**config.mk**
```make
export PLATFORM = sky130hd
export DESIGN_NAME = parchk
export DESIGN_NICKNAME = d
export VERILOG_FILES = /design/src/rtl/parchk_pkg.sv /design/src/rtl/parchk_errcnt.sv /design/src/rtl/parchk.sv
export SDC_FILE = /design/constraint.sdc
export NUM_CORES = 1
export LEC_CHECK = 0
export CAP_MARGIN = 0
export CORE_MARGIN = 10
export CORE_UTILIZATION = 42
export DETAILED_ROUTE_END_ITERATION = 6
export GPL_TIMING_DRIVEN = 0
export PLACE_DENSITY_LB_ADDON = 0.05
export RECOVER_POWER = 50
export SYNTH_ARGS = -nofsm -noshare
export SYNTH_HDL_FRONTEND = slang
export SYNTH_SLANG_ARGS = --single-unit
```
**constraint.sdc**
```tcl
create_clock -name clk -period 3 [get_ports clk]
set_input_delay 0.45 -clock clk [delete_from_list [all_inputs] [get_ports clk]]
set_output_delay 0.45 -clock clk [all_outputs]
set_load 0.1 [all_outputs]
```
**src/rtl/parchk_pkg.sv**
```systemverilog
`default_nettype none
// +------------------------------------------------------------------+
// | parchk_pkg : FSM encoding and frame constants shared by parchk   |
// | Rev 1.0                                                          |
// +------------------------------------------------------------------+
package parchk_pkg;

  typedef enum logic [1:0] {
    IDLE = 2'd0,
    DATA = 2'd1,
    PAR  = 2'd2,
    STOP = 2'd3
  } state_e;

  localparam logic START_BIT = 1'b0;
  localparam logic STOP_BIT  = 1'b1;
  localparam int   ERRCNT_W  = 8;

endpackage
`default_nettype wire

```
**src/rtl/parchk_errcnt.sv**
```systemverilog
`default_nettype none
// +------------------------------------------------------------------+
// | parchk_errcnt : saturating count of frames flagged with an error |
// | Rev 1.0                                                          |
// +------------------------------------------------------------------+
module parchk_errcnt
  import parchk_pkg::*;
(
  input  logic                clk,
  input  logic                rst,
  input  logic                inc_i,
  output logic [ERRCNT_W-1:0] cnt_o
);

  logic [ERRCNT_W-1:0] cnt_q;
  logic [ERRCNT_W-1:0] cnt_d;

  always_comb begin
    cnt_d = cnt_q;
    if (inc_i && (cnt_q != {ERRCNT_W{1'b1}})) begin
      cnt_d = cnt_q + ERRCNT_W'(1);
    end
  end

  always_ff @(posedge clk) begin
    if (rst) begin
      cnt_q <= '0;
    end else begin
      cnt_q <= cnt_d;
    end
  end

  assign cnt_o = cnt_q;

endmodule
`default_nettype wire

```
**src/rtl/parchk.sv**
```systemverilog
`default_nettype none
// +------------------------------------------------------------------+
// | parchk : serial start/data/parity/stop frame checker; define     |
// | PARCHK_ERRCNT_EN to add the err_cnt output.   Rev 1.0            |
// +------------------------------------------------------------------+
module parchk
  import parchk_pkg::*;
#(
  parameter int DATA_W  = 3,
  parameter int ODD_PAR = 0
) (
  input  logic              clk,
  input  logic              rst,
  input  logic              bit_en,
  input  logic              sin,
  output logic [DATA_W-1:0] dout,
  output logic              dvalid,
  output logic              par_err,
  output logic              frm_err,
  output logic              busy
`ifdef PARCHK_ERRCNT_EN
  ,
  output logic [ERRCNT_W-1:0] err_cnt
`endif
);

  localparam int   CNT_W   = $clog2(DATA_W + 1);
  localparam logic ODD_BIT = (ODD_PAR != 0);

  state_e              state_q,   state_d;
  logic [CNT_W-1:0]    cnt_q,     cnt_d;
  logic [DATA_W-1:0]   shreg_q,   shreg_d;
  logic                acc_q,     acc_d;
  logic                mis_q,     mis_d;
  logic [DATA_W-1:0]   dout_q,    dout_d;
  logic                dvalid_q,  dvalid_d;
  logic                par_err_q, par_err_d;
  logic                frm_err_q, frm_err_d;

  always_comb begin
    state_d   = state_q;
    cnt_d     = cnt_q;
    shreg_d   = shreg_q;
    acc_d     = acc_q;
    mis_d     = mis_q;
    dout_d    = dout_q;
    dvalid_d  = 1'b0;
    par_err_d = 1'b0;
    frm_err_d = 1'b0;
    if (bit_en) begin
      unique case (state_q)
        IDLE: begin
          if (sin == START_BIT) begin
            state_d = DATA;
            cnt_d   = '0;
            acc_d   = 1'b0;
          end
        end
        DATA: begin
          // LSB arrives first, so shifting right into the MSB leaves it at bit 0.
          shreg_d         = shreg_q >> 1;
          shreg_d[DATA_W-1] = sin;
          acc_d           = acc_q ^ sin;
          cnt_d           = cnt_q + CNT_W'(1);
          if (cnt_q == CNT_W'(DATA_W - 1)) begin
            state_d = PAR;
          end
        end
        PAR: begin
          mis_d   = acc_q ^ sin ^ ODD_BIT;
          state_d = STOP;
        end
        STOP: begin
          dout_d    = shreg_q;
          dvalid_d  = 1'b1;
          par_err_d = mis_q;
          frm_err_d = (sin != STOP_BIT);
          state_d   = IDLE;
        end
        default: state_d = IDLE;
      endcase
    end
  end

  always_ff @(posedge clk) begin
    if (rst) begin
      state_q   <= IDLE;
      cnt_q     <= '0;
      shreg_q   <= '0;
      acc_q     <= 1'b0;
      mis_q     <= 1'b0;
      dout_q    <= '0;
      dvalid_q  <= 1'b0;
      par_err_q <= 1'b0;
      frm_err_q <= 1'b0;
    end else begin
      state_q   <= state_d;
      cnt_q     <= cnt_d;
      shreg_q   <= shreg_d;
      acc_q     <= acc_d;
      mis_q     <= mis_d;
      dout_q    <= dout_d;
      dvalid_q  <= dvalid_d;
      par_err_q <= par_err_d;
      frm_err_q <= frm_err_d;
    end
  end

  assign dout    = dout_q;
  assign dvalid  = dvalid_q;
  assign par_err = par_err_q;
  assign frm_err = frm_err_q;
  assign busy    = (state_q != IDLE);

`ifdef PARCHK_ERRCNT_EN
  // Fed from the next-state terms so err_cnt moves on the same edge as dvalid.
  logic err_inc;
  assign err_inc = dvalid_d & (par_err_d | frm_err_d);

  parchk_errcnt u_errcnt (
    .clk   (clk),
    .rst   (rst),
    .inc_i (err_inc),
    .cnt_o (err_cnt)
  );
`endif

endmodule
`default_nettype wire

```
Yosys cells after proc, flatten, opt, wreduce, memory -nomap -nowiden
Index checks and enable logic that the tools add are counted.

Equality and inequality tests: 6. $add $sub $neg: 1. Divide/modulo/power cells: 0. Reductions and logical operators: 10. Mux-type cells: 8. Shift-type cells: 0. Bitwise operators: 4. Multiply operators: 0. Order comparisons: 0.

Operators by type and width (count): $pmux W2 S4 (1); $eq A2 B2 Y1 const B (3); $mux W2 (3); $reduce_and A2 Y1 (3); $reduce_and A3 Y1 (2); $ne A2 B2 Y1 const B (2); $pmux W2 S2 (1); $reduce_bool A2 Y1 (2); $not A1 Y1 (3); $reduce_or A3 Y1 (1); $add A2 B1 Y2 const B (1); $eq A2 B1 Y1 const B (1); $logic_not A2 Y1 (1); $mux W1 (2); $pmux W1 S2 (1); $reduce_or A2 Y1 (1); $xor A1 B1 Y1 (1).

Bits in latches: 0. Output and inout port bits: 7. Memories: 0. Register bits: 15. RAM bits: 0. Memory bits (read-only): 0.

Depth between registers and ports, before layout
Gate-level depths: netlist of run 1.

Depth after elaboration: 3. Depth in mapped cells: 5. Gate-level depth less buffers: 5.

Least setup slack after synthesis of run 1
Ideal clock, no wire load.

Kind: register to register. Start: reg state_q[0]. End: reg acc_q. Data arrival time: 1.742 ns. Setup slack: 1.170 ns. Library setup time: 0.088 ns. Clock period less this slack: 1.830 ns. Path buffers: 0. Cell stages (with the launch flop): 6. Cell sequence: dfxtp_1 inv_1 ha_1 inv_1 a31oi_1 nor4_2.

Cells in the longest elaborated chain, start to end: 3. Elaborated cells on any way between the ends: 6. Classes of those cells: eq/ne (2); mux (1); reduce/logical (3).

RTL lines: from (decl) (line parchk.sv:30) `state_e state_q, state_d;`; from (signal assigned) (line parchk.sv:97) `state_q <= state_d;`; $eq A2 B1 Y1 or $logic_not A2 Y1 (tied branches) (line parchk.sv:51) `unique case (state_q)`; $reduce_bool A2 Y1 (no source line) or $ne A2 B2 Y1 (tied branches); $reduce_and A3 Y1 (no source line); to (signal assigned) (line parchk.sv:90) `acc_q <= 1'b0;`; to (signal assigned) (line parchk.sv:100) `acc_q <= acc_d;`; to (decl) (line parchk.sv:33) `logic acc_q, acc_d;`.

Several ways; a longest one is shown, not always the timed one. A chain may end at the register's enable or synchronous reset.

Final worst setup path of run 1
Start: reg state_q[0]. End: out busy.

Cells in the longest elaborated chain, start to end: 1.

RTL lines: $reduce_bool A2 Y1 (line parchk.sv:113) `assign busy = (state_q != IDLE);`; to (decl) (line parchk.sv:20) `output logic busy`.

Every way passes these cells.

==> metrics.cfg, run 1 <==
[placed_design]
io_buffers=9
gp_congestion=0.7395
dpl.hpwl_um=1101
place_area_um2=832.0
placed_cells_incl_taps=104

[die]
chipWidth_um=61.46
die_h_um=61.46
io_pins=11
dieArea_um2=3777
row_count=14
start_util=0.4631
design.core.area_um2=1559

[power]
p_leak_nw=0.3087
p_per_area_nw_per_um2=474.0
power_mw=0.4021
max-vdd-ir-drop_v=0.0003081

[setup_path]
crit_slowest_cell=clkdlybuf4s50_1
endpoint_kind=output pin
rr_startpoint=state_q[0]
arrival_ns=2.37
required_ns=2.55
crit_start=state_q[0]
max_stage_delay_ns=1.14
worst_setup_path_start_kind=flop
critPathKind=reg -> out
path_max_fanout=6
cp_cell_sequence=inv_1 -> ha_1 -> inv_1 -> clkdlybuf4s50_1
path_common_cell=inv_1

[yosys]
yosysSeqAreaShare=0.4159
synth_nets=90
synth_warnings=0
syn_area_per_cell_um2=9.139
ys_ff_latch=15
ys.flop_type=dfxtp_1
syn-cell-area_um2=721.9
syn_inst=79
yosysUniqueCellTypes=24
async_flop_share=0
synth_edf_count=0

[final_layout]
final_cells=108
stdcell_area_um2=848.3
area_delta_synth_final_pct=17.50
layout-drive-gt1-share=0.08696
antennaDiodeCount=0
nNetsFinal=104
utilization=0.5441

[clock_tree]
clockBufferDepth=2
h-tree-depth=1
clockRootBuffer=clkbuf_4
clock-sinks=15
post_cts_resized=0
post_cts.repair.setup_buffers=0
clock_latency_ns=0.29
numCtsBuffers=3
cts_hold_buf=0
cts_tree=yes
clk_pin_slew_ns=0.09

[sta]
rsz0062_at_grt=false
fin_crit_sh=0.9389
slew_headroom=0.3523
setup_tns_ns=0
fmax_ghz=0.3550
tightest_slew_ns=0.9686
skew_ns=0.008995
setup_viol=0
hold_viol=0
drv_slew=0
min_period_ns=2.817

[global_route]
grtUsageTotal=0.08022
grt_overflow=0
antenna_found_initial=0
grt_max_degree=11
grt_pass1_wl_um=2242
grt_pass1_vias=531

[detailed_routing]
first_iter_violations=8
wire_per_inst_um=13.05
wl_um=1409
drc_errors=0
num_vias=588
ant_nets=0
viasPerCell=5.444
drt_first_pass_iters=4

[job]
max-cap-violations=0

[worst_hold_path]
hp-start=sin
hp-class=in -> reg

[run_status]
status=finished clean

==> registers in the layout (all words and copies together), names as in the netlist <==
signal and cells:
shreg_q 3, dout 3, par_err 1, mis_q 1, cnt_q 2, state_q 2, frm_err 1, acc_q 1
dvalid 1
==> worst paths after layout <==
check	endpoint	cells past startpoint	slack, ns
setup / recovery	busy	4	0.18
hold / removal	frm_err	2	0.35
setup reg to reg	cnt_q[0]	5	1.52
hold reg to reg	dout[0]	2	0.46
==> power breakdown <==
part / internal (mW) / leakage [nW] / switching [mW]
registers: 0.204 / 0.121 / 0.00433
logic: 0.0261 / 0.170 / 0.0513
clock network: 0.0496 / 0.0177 / 0.0671
total: 0.279 / 0.309 / 0.123
==> cell usage in the layout, fill, tap and decap left out, types with 3 or more instances in the layout <==
master and n:
nand3_1 7, inv_1 5, nand2b_1 3, nand2_1 11, a21oi_1 8, clkbuf_4 3
ha_1 7, clkdlybuf4s50_1 8, dfxtp_1 15
==> Yosys cell counts, types with 2 or more instances <==
| cell | count | area (µm²) |
|---|---|---|
| dfxtp_1 | 15 | 300.3 |
| buf_6 | 2 | 22.52 |
| a311oi_1 | 2 | 17.52 |
| inv_1 | 5 | 18.77 |
| nand2b_1 | 3 | 18.77 |
| mux2i_1 | 2 | 20.02 |
| nor2_1 | 2 | 7.510 |
| nand2_1 | 11 | 41.29 |
| nand3_1 | 7 | 35.03 |
| nand3b_1 | 2 | 15.01 |
| nor3_1 | 2 | 10.01 |
| a31oi_1 | 2 | 12.51 |
| ha_1 | 7 | 87.58 |
| a21oi_1 | 7 | 35.03 |
==> area by class of cell <==
class                      instances  area [µm²]
fill                             151       710.7
multi-input combinational         56       372.9
sequential                        15       300.3
timing repair buffer               9       90.09
clock buffer                       3       22.52
tap                               16       20.02
buffer                             3       18.77
inverter                           5       18.77
clock inverter                     1       5.005
==> cells by family after synthesis <==
logic type	count (synthesis)	synth area share
AO/OA/AOI/OAI	15	0.1404
XOR/XNOR	1	0.01213
adder cells (fa/ha/maj)	7	0.1213
buffers and inverters	8	0.06239
flip-flops	15	0.4159
multiplexers	2	0.02773
AND/OR/NAND/NOR	31	0.2201
==> layer usage <==
layer	track usage	part of all wire	wire length, µm
met5	0	0	0
met4	0.05732	0.026	36
met3	0.02675	0.062	88
met2	0.1257	0.44	620
met1	0.08953	0.47	663
==> metrics by stage <==
stage | setup slack, ns | hold slack, ns
floorplan | 1.170 | 0.4347
finish | 0.1832 | 0.3506
CTS | 0.1787 | 0.3546
global route | 0.1084 | 0.3425
detailed placement | 0.5027 | 0.4486
global placement | 0.5197 | 0.4446
==> worst max-delay path: cells and delay by family, from the launching register on <==
family,cells,cell delay [ns]
fa+ha+maj,1,0.28
buf+inv,3,1.36
flops,1,0.43
No activity file was read; power rests on OpenSTA's default activity.
==> run 2: changes to the inputs <==
--- a/config.mk
+++ b/config.mk
@@ -10,6 +10,7 @@
 export CORE_UTILIZATION = 42
 export DETAILED_ROUTE_END_ITERATION = 6
 export GPL_TIMING_DRIVEN = 0
+export HOLD_SLACK_MARGIN = 0.12
 export PLACE_DENSITY_LB_ADDON = 0.05
 export RECOVER_POWER = 50
 export SYNTH_ARGS = -nofsm -noshare
==> constraint.sdc (replaced) <==
create_clock -name clk -period 3.3 [get_ports clk]
set_input_delay 0.495 -clock clk [delete_from_list [all_inputs] [get_ports clk]]
set_output_delay 0.495 -clock clk [all_outputs]
set_load 0.1 [all_outputs]
==> results of run 2 <==
Same layout as run 1 (identical final DEF). Status: finished clean.
Among the figures that moved: setup slack after placement 0.5027 ns -> 0.7577 ns; setup slack after layout 0.1832 ns -> 0.4382 ns; hold slack 0.3506 ns -> 0.3956 ns; register-to-register setup slack 1.52 ns -> 1.82 ns; total power 0.4021 mW -> 0.3655 mW; worst IR drop on VDD 0.0003081 V -> 0.0002801 V
==> run 3: changes to the inputs <==
--- a/config.mk
+++ b/config.mk
@@ -13,6 +13,7 @@
 export HOLD_SLACK_MARGIN = 0.12
 export PLACE_DENSITY_LB_ADDON = 0.05
 export RECOVER_POWER = 50
+export SETUP_SLACK_MARGIN = 0.02
 export SYNTH_ARGS = -nofsm -noshare
 export SYNTH_HDL_FRONTEND = slang
 export SYNTH_SLANG_ARGS = --single-unit
==> constraint.sdc (replaced) <==
create_clock -name clk -period 2.8 [get_ports clk]
set_input_delay 0.42 -clock clk [delete_from_list [all_inputs] [get_ports clk]]
set_output_delay 0.42 -clock clk [all_outputs]
set_load 0.1 [all_outputs]
==> run 3 against run 2 <==
Final cell count stayed put. Die area did not move. Highest routed layer unchanged. Worst setup slack lost 0.14 ns. Clock power is 18% higher.
==> metrics.cfg, run 3 (synthesis results as in run 1) <==
[die]
design.core.area_um2=1559  ; unchanged
start_util=0.4631  ; unchanged
die_h_um=61.46  ; unchanged
dieArea_um2=3777  ; unchanged
row_count=14  ; unchanged
io_pins=11  ; unchanged
chipWidth_um=61.46  ; unchanged

[final_layout]
nNetsFinal=104  ; unchanged
layout-drive-gt1-share=0.09783  ; +0.01087
antennaDiodeCount=0  ; unchanged
area_delta_synth_final_pct=17.85
mostFrequentLayoutCells=dfxtp_1 (15), nand2_1 (11)
fillerInstances=153  ; +1.3%
utilization=0.5457  ; +0.001605
final_common_cell=dfxtp_1
stdcell_area_um2=850.8  ; +0.29%

[setup_path]
path_max_fanout=6  ; unchanged
endpoint_kind=output pin
reg2reg_slack_ns=1.32
arrival_ns=2.09  ; -0.28 ns
required_ns=2.38
critPathKind=reg -> out
worst_setup_path_start_kind=flop

[placed_design]
gp_congestion=0.7395  ; unchanged
place_area_um2=832.0  ; unchanged
io_buffers=9  ; unchanged
dpl.hpwl_um=1101  ; unchanged

[detailed_routing]
viasPerCell=5.435  ; -0.17%
num_vias=587  ; -0.17%
wl_met2_um=620  ; unchanged
met3_length_um=89  ; +1.1%
wl_um=1404  ; -0.35%
drt_first_pass_iters=4  ; unchanged
ant_nets=0  ; unchanged
wire_per_inst_um=13.00  ; -0.35%
drc_errors=0  ; unchanged
first_iter_violations=8  ; unchanged
met1_length_um=658  ; -0.75%
highest_layer=met4

[global_route]
grtUsageTotal=0.08022  ; unchanged
grt_max_degree=11  ; unchanged
grt_overflow=0  ; unchanged
grt_pass1_vias=531  ; unchanged
antenna_found_initial=0  ; unchanged
grt_pass1_wl_um=2242  ; unchanged

[power]
p_leak_nw=0.3128  ; +1.4%
max-vdd-ir-drop_v=0.0003301
p_per_area_nw_per_um2=504.9
power_mw=0.4296

[clock_tree]
clk_pin_slew_ns=0.09  ; about the same
cts_tree=yes
cts_hold_buf=0  ; unchanged
post_cts.repair.setup_buffers=0  ; unchanged
clockRootBuffer=clkbuf_4
clock_latency_ns=0.29  ; about the same
clockBufferDepth=2  ; unchanged
numCtsBuffers=3  ; unchanged
h-tree-depth=1  ; unchanged
clock-sinks=15  ; unchanged

[sta]
drv_slew=0  ; unchanged
min_period_ns=2.506
fin_crit_sh=0.8950
slew_headroom=0.3523  ; unchanged
setup_tns_ns=0  ; unchanged
setup_viol=0  ; unchanged
rsz0062_at_grt=false
hold_viol=0  ; unchanged
fmax_ghz=0.3990
tightest_slew_ns=0.9686  ; unchanged
timing.hold.ws_ns=0.3207
skew_ns=0.008990  ; -0.000004250 ns

[worst_hold_path]
hp-class=in -> reg

[run_status]
status=finished clean

[job]
max-cap-violations=0  ; unchanged

## run 3: changes by cell type in the layout (fill, tap and decap cells not counted), sizes merged
cell,previous run,this run
dlygate4sd2,0,1
clkdlybuf4s50,8,7
## run 3: worst paths after layout
check	from	cells after the start	endpoint
setup / recovery	state_q[0]	4	busy
hold / removal	sin	2	frm_err
setup reg to reg	state_q[0]	5	cnt_q[0]
hold reg to reg	dout[0]	2	dout[0]
## run 3: worst max-delay path, cell delays in order, from the launching register on
cell           delay [ns]
dfxtp_1              0.43
inv_1                0.11
ha_1                 0.28
inv_1                0.11
dlygate4sd2_1        0.86
## run 3: area by class of cell
cell class              instances  area [µm²]  area share
repair buffers                  9       88.84      0.1044
inverters                       5       18.77     0.02206
multi-input cells              56       376.6      0.4426
well taps                      16       20.02     0.02353
clock inverters                 1       5.005    0.005882
plain buffers                   3       18.77     0.02206
flip-flops and latches         15       300.3      0.3529
clock buffers                   3       22.52     0.02647
## run 3: metal layers
layer / vias up / global-route usage
met3: 5 / 0.02675
met1: 273 / 0.08953
met5: - / 0
met4: 0 / 0.05732
met2: 12 / 0.1257
li1: 297 / -
## run 3: report_power, final
| group | internal [mW] | switching [mW] | total (mW) |
|---|---|---|---|
| Combinational | 0.0265 | 0.0551 | 0.0817 |
| Clock | 0.0532 | 0.0719 | 0.125 |
| Sequential | 0.218 | 0.00471 | 0.223 |
## run 3: repair_timing
item,in CTS,in global routing
hold endpoints to repair,0,0
setup endpoints to repair,1,0
gates resized for setup,1,0
## run 3: per-stage QoR
step	setup slack, ns	std cells
4_1_cts	0.2892	108
6_report	0.2940	108
5_1_grt	0.2194	108
3_3_place_gp	0.3497	104
3_5_place_dp	0.3327	104
2_1_floorplan	0.9701	79
==> variant (settings of run 3) <==
Set the parameter `DATA_W` to 5 (it was 3).
--- a/src/rtl/parchk.sv
+++ b/src/rtl/parchk.sv
@@ -6,7 +6,7 @@
 module parchk
   import parchk_pkg::*;
 #(
-  parameter int DATA_W  = 3,
+  parameter int DATA_W  = 5,
   parameter int ODD_PAR = 0
 ) (
   input  logic              clk,
Interface: changed (resized dout); port bits go from 11 to 13. No check against the original RTL was run, so the function may have changed too.
==> variant against run 3 <==
- routed wire length grew 30%
- count of clock-buffer cells in the layout is the same
- via count grew 29%
- sequential cell count grew 5
- design area grew 28%
- register-to-register slack lost 0.26 ns
- synthesized cell count grew 34%
- global-route usage grew 0.47 points
- worst setup slack gained 0.073 ns
- clock power grew 91%
- synthesized area grew 26%
- power grew 47%
==> variant: results (changes against run 3) <==
crit-path max FO 8 (+2); drt first pass iters 4 (unchanged); initial DRC count 16 (+8); Synth area leaders dfxtp_1, nand2_1, a21oi_1, ha_1, nand3_1; multiplexer share of the synthesized area 0.0110 (-0.0167); Clk network pwr share 0.378 (+0.087); LEAKAGE 0.392 nW (+25%); Hold Slack 0.308 ns (-0.0126 ns); routability cong. 0.735 (-0.62%); Tot GR Track Use 0.0849 (+0.00467); Wirelength per Cell 12.4 µm (-4.9%); Cell variety after synth 27 (+13%); xor and xnor area share after synthesis 0.00964 (-0.00249); Clock Pin Slew Worst Setup and Hold Paths 0.12 ns (+0.03 ns); first-pass GRT wire length 2.97 mm (+32%); fraction of layout cells with a size suffix above 1 0.0413 (-0.0565); Data arrival, critical path 2.01 ns (-0.08 ns); nets 132 (+27%); Synth Area in Adders 0.0826 (-0.0387); outcome complete, no violations; maximum VDD drop 0.365 mV (+11%); vias in the first global route 673 (+27%); worst reg2reg path startpoint state_q[1]$_SDFFE_PP0P_; worst reg2reg path endpoint acc_q$_SDFFE_PP0P_; Max-slew headroom 0.351 (-0.00172); combinational share of power 0.155 (-0.035); total nets after synthesis 116 (+29%); r2r setup slk 1.06 ns (-0.26 ns); R2R cell count 7 (+2); top post-synthesis cells by count nand2_1, dfxtp_1, a21oi_1, ha_1, nand3_1; min-delay src sin; largest net degree at the start of global routing 13 (+2); Compound-Gate Fraction of Synth Area 0.168 (+0.0277); clk_skew 0.00280 ns (-0.00619 ns); total number of vias 755 (+29%); DP HPWL 1.35 mm (+22%); CTS resizes 0 (-1)
[variant: cell count changes after synthesis, moves of 2 or more]
cell	before	now
a21oi_1	7	15
buf_2	0	2
clkbuf_1	0	3
dfxtp_1	15	20
nand2_1	11	21
o21ai_0	0	2
[variant: cell families (layout without fill, tap and decap cells)]
| family | count (synthesis) | after routing |
|---|---|---|
| buffers and inverters | 12 | 27 |
| AOI/OAI and AO/OA | 24 | 24 |
| muxes | 1 | 1 |
| adders and majority gates | 6 | 6 |
| DFF | 20 | 20 |
| xor gates and xnor gates | 1 | 1 |
| and+or+nand+nor | 42 | 42 |
[variant: through the flow]
stage / cell area [µm²] / worst slack (ns) / power, mW / std cells
2_1_floorplan: 908 / 1.05 / 0.384 / 106
3_3_place_gp: 1050 / 0.413 / 0.407 / 144
3_5_place_dp: 1050 / 0.407 / 0.408 / 144
4_1_cts: 1100 / 0.0476 / 0.647 / 148
5_1_grt: 1090 / 0.235 / 0.657 / 148
6_report: 1090 / 0.367 / 0.632 / 148
[variant: worst max-delay path: stages (launching register included)]
cell            delay [ns]
dfxtp_1               0.38
inv_1                 0.09
ha_1                  0.19
clkbuf_1              0.19
inv_1                 0.11
dlymetal6s2s_1        0.75
[variant: routing by layer]
metal,share of wire,vias up,track usage
met2,0.43,13,0.123
met4,0.011,0,0.0393
met5,0,-,0
li1,-,389,-
met3,0.078,4,0.0301
met1,0.48,349,0.109
[variant: cell type report]
type,instances,area [µm²],share of cell area
multi-input cells,74,439,0.403
flip-flops and latches,20,400,0.367
repair buffers,11,113,0.103
plain buffers,7,33.8,0.0310
well taps,27,33.8,0.0310
clock inverters,1,30.0,0.0275
clock buffers,3,22.5,0.0206
inverters,5,18.8,0.0172
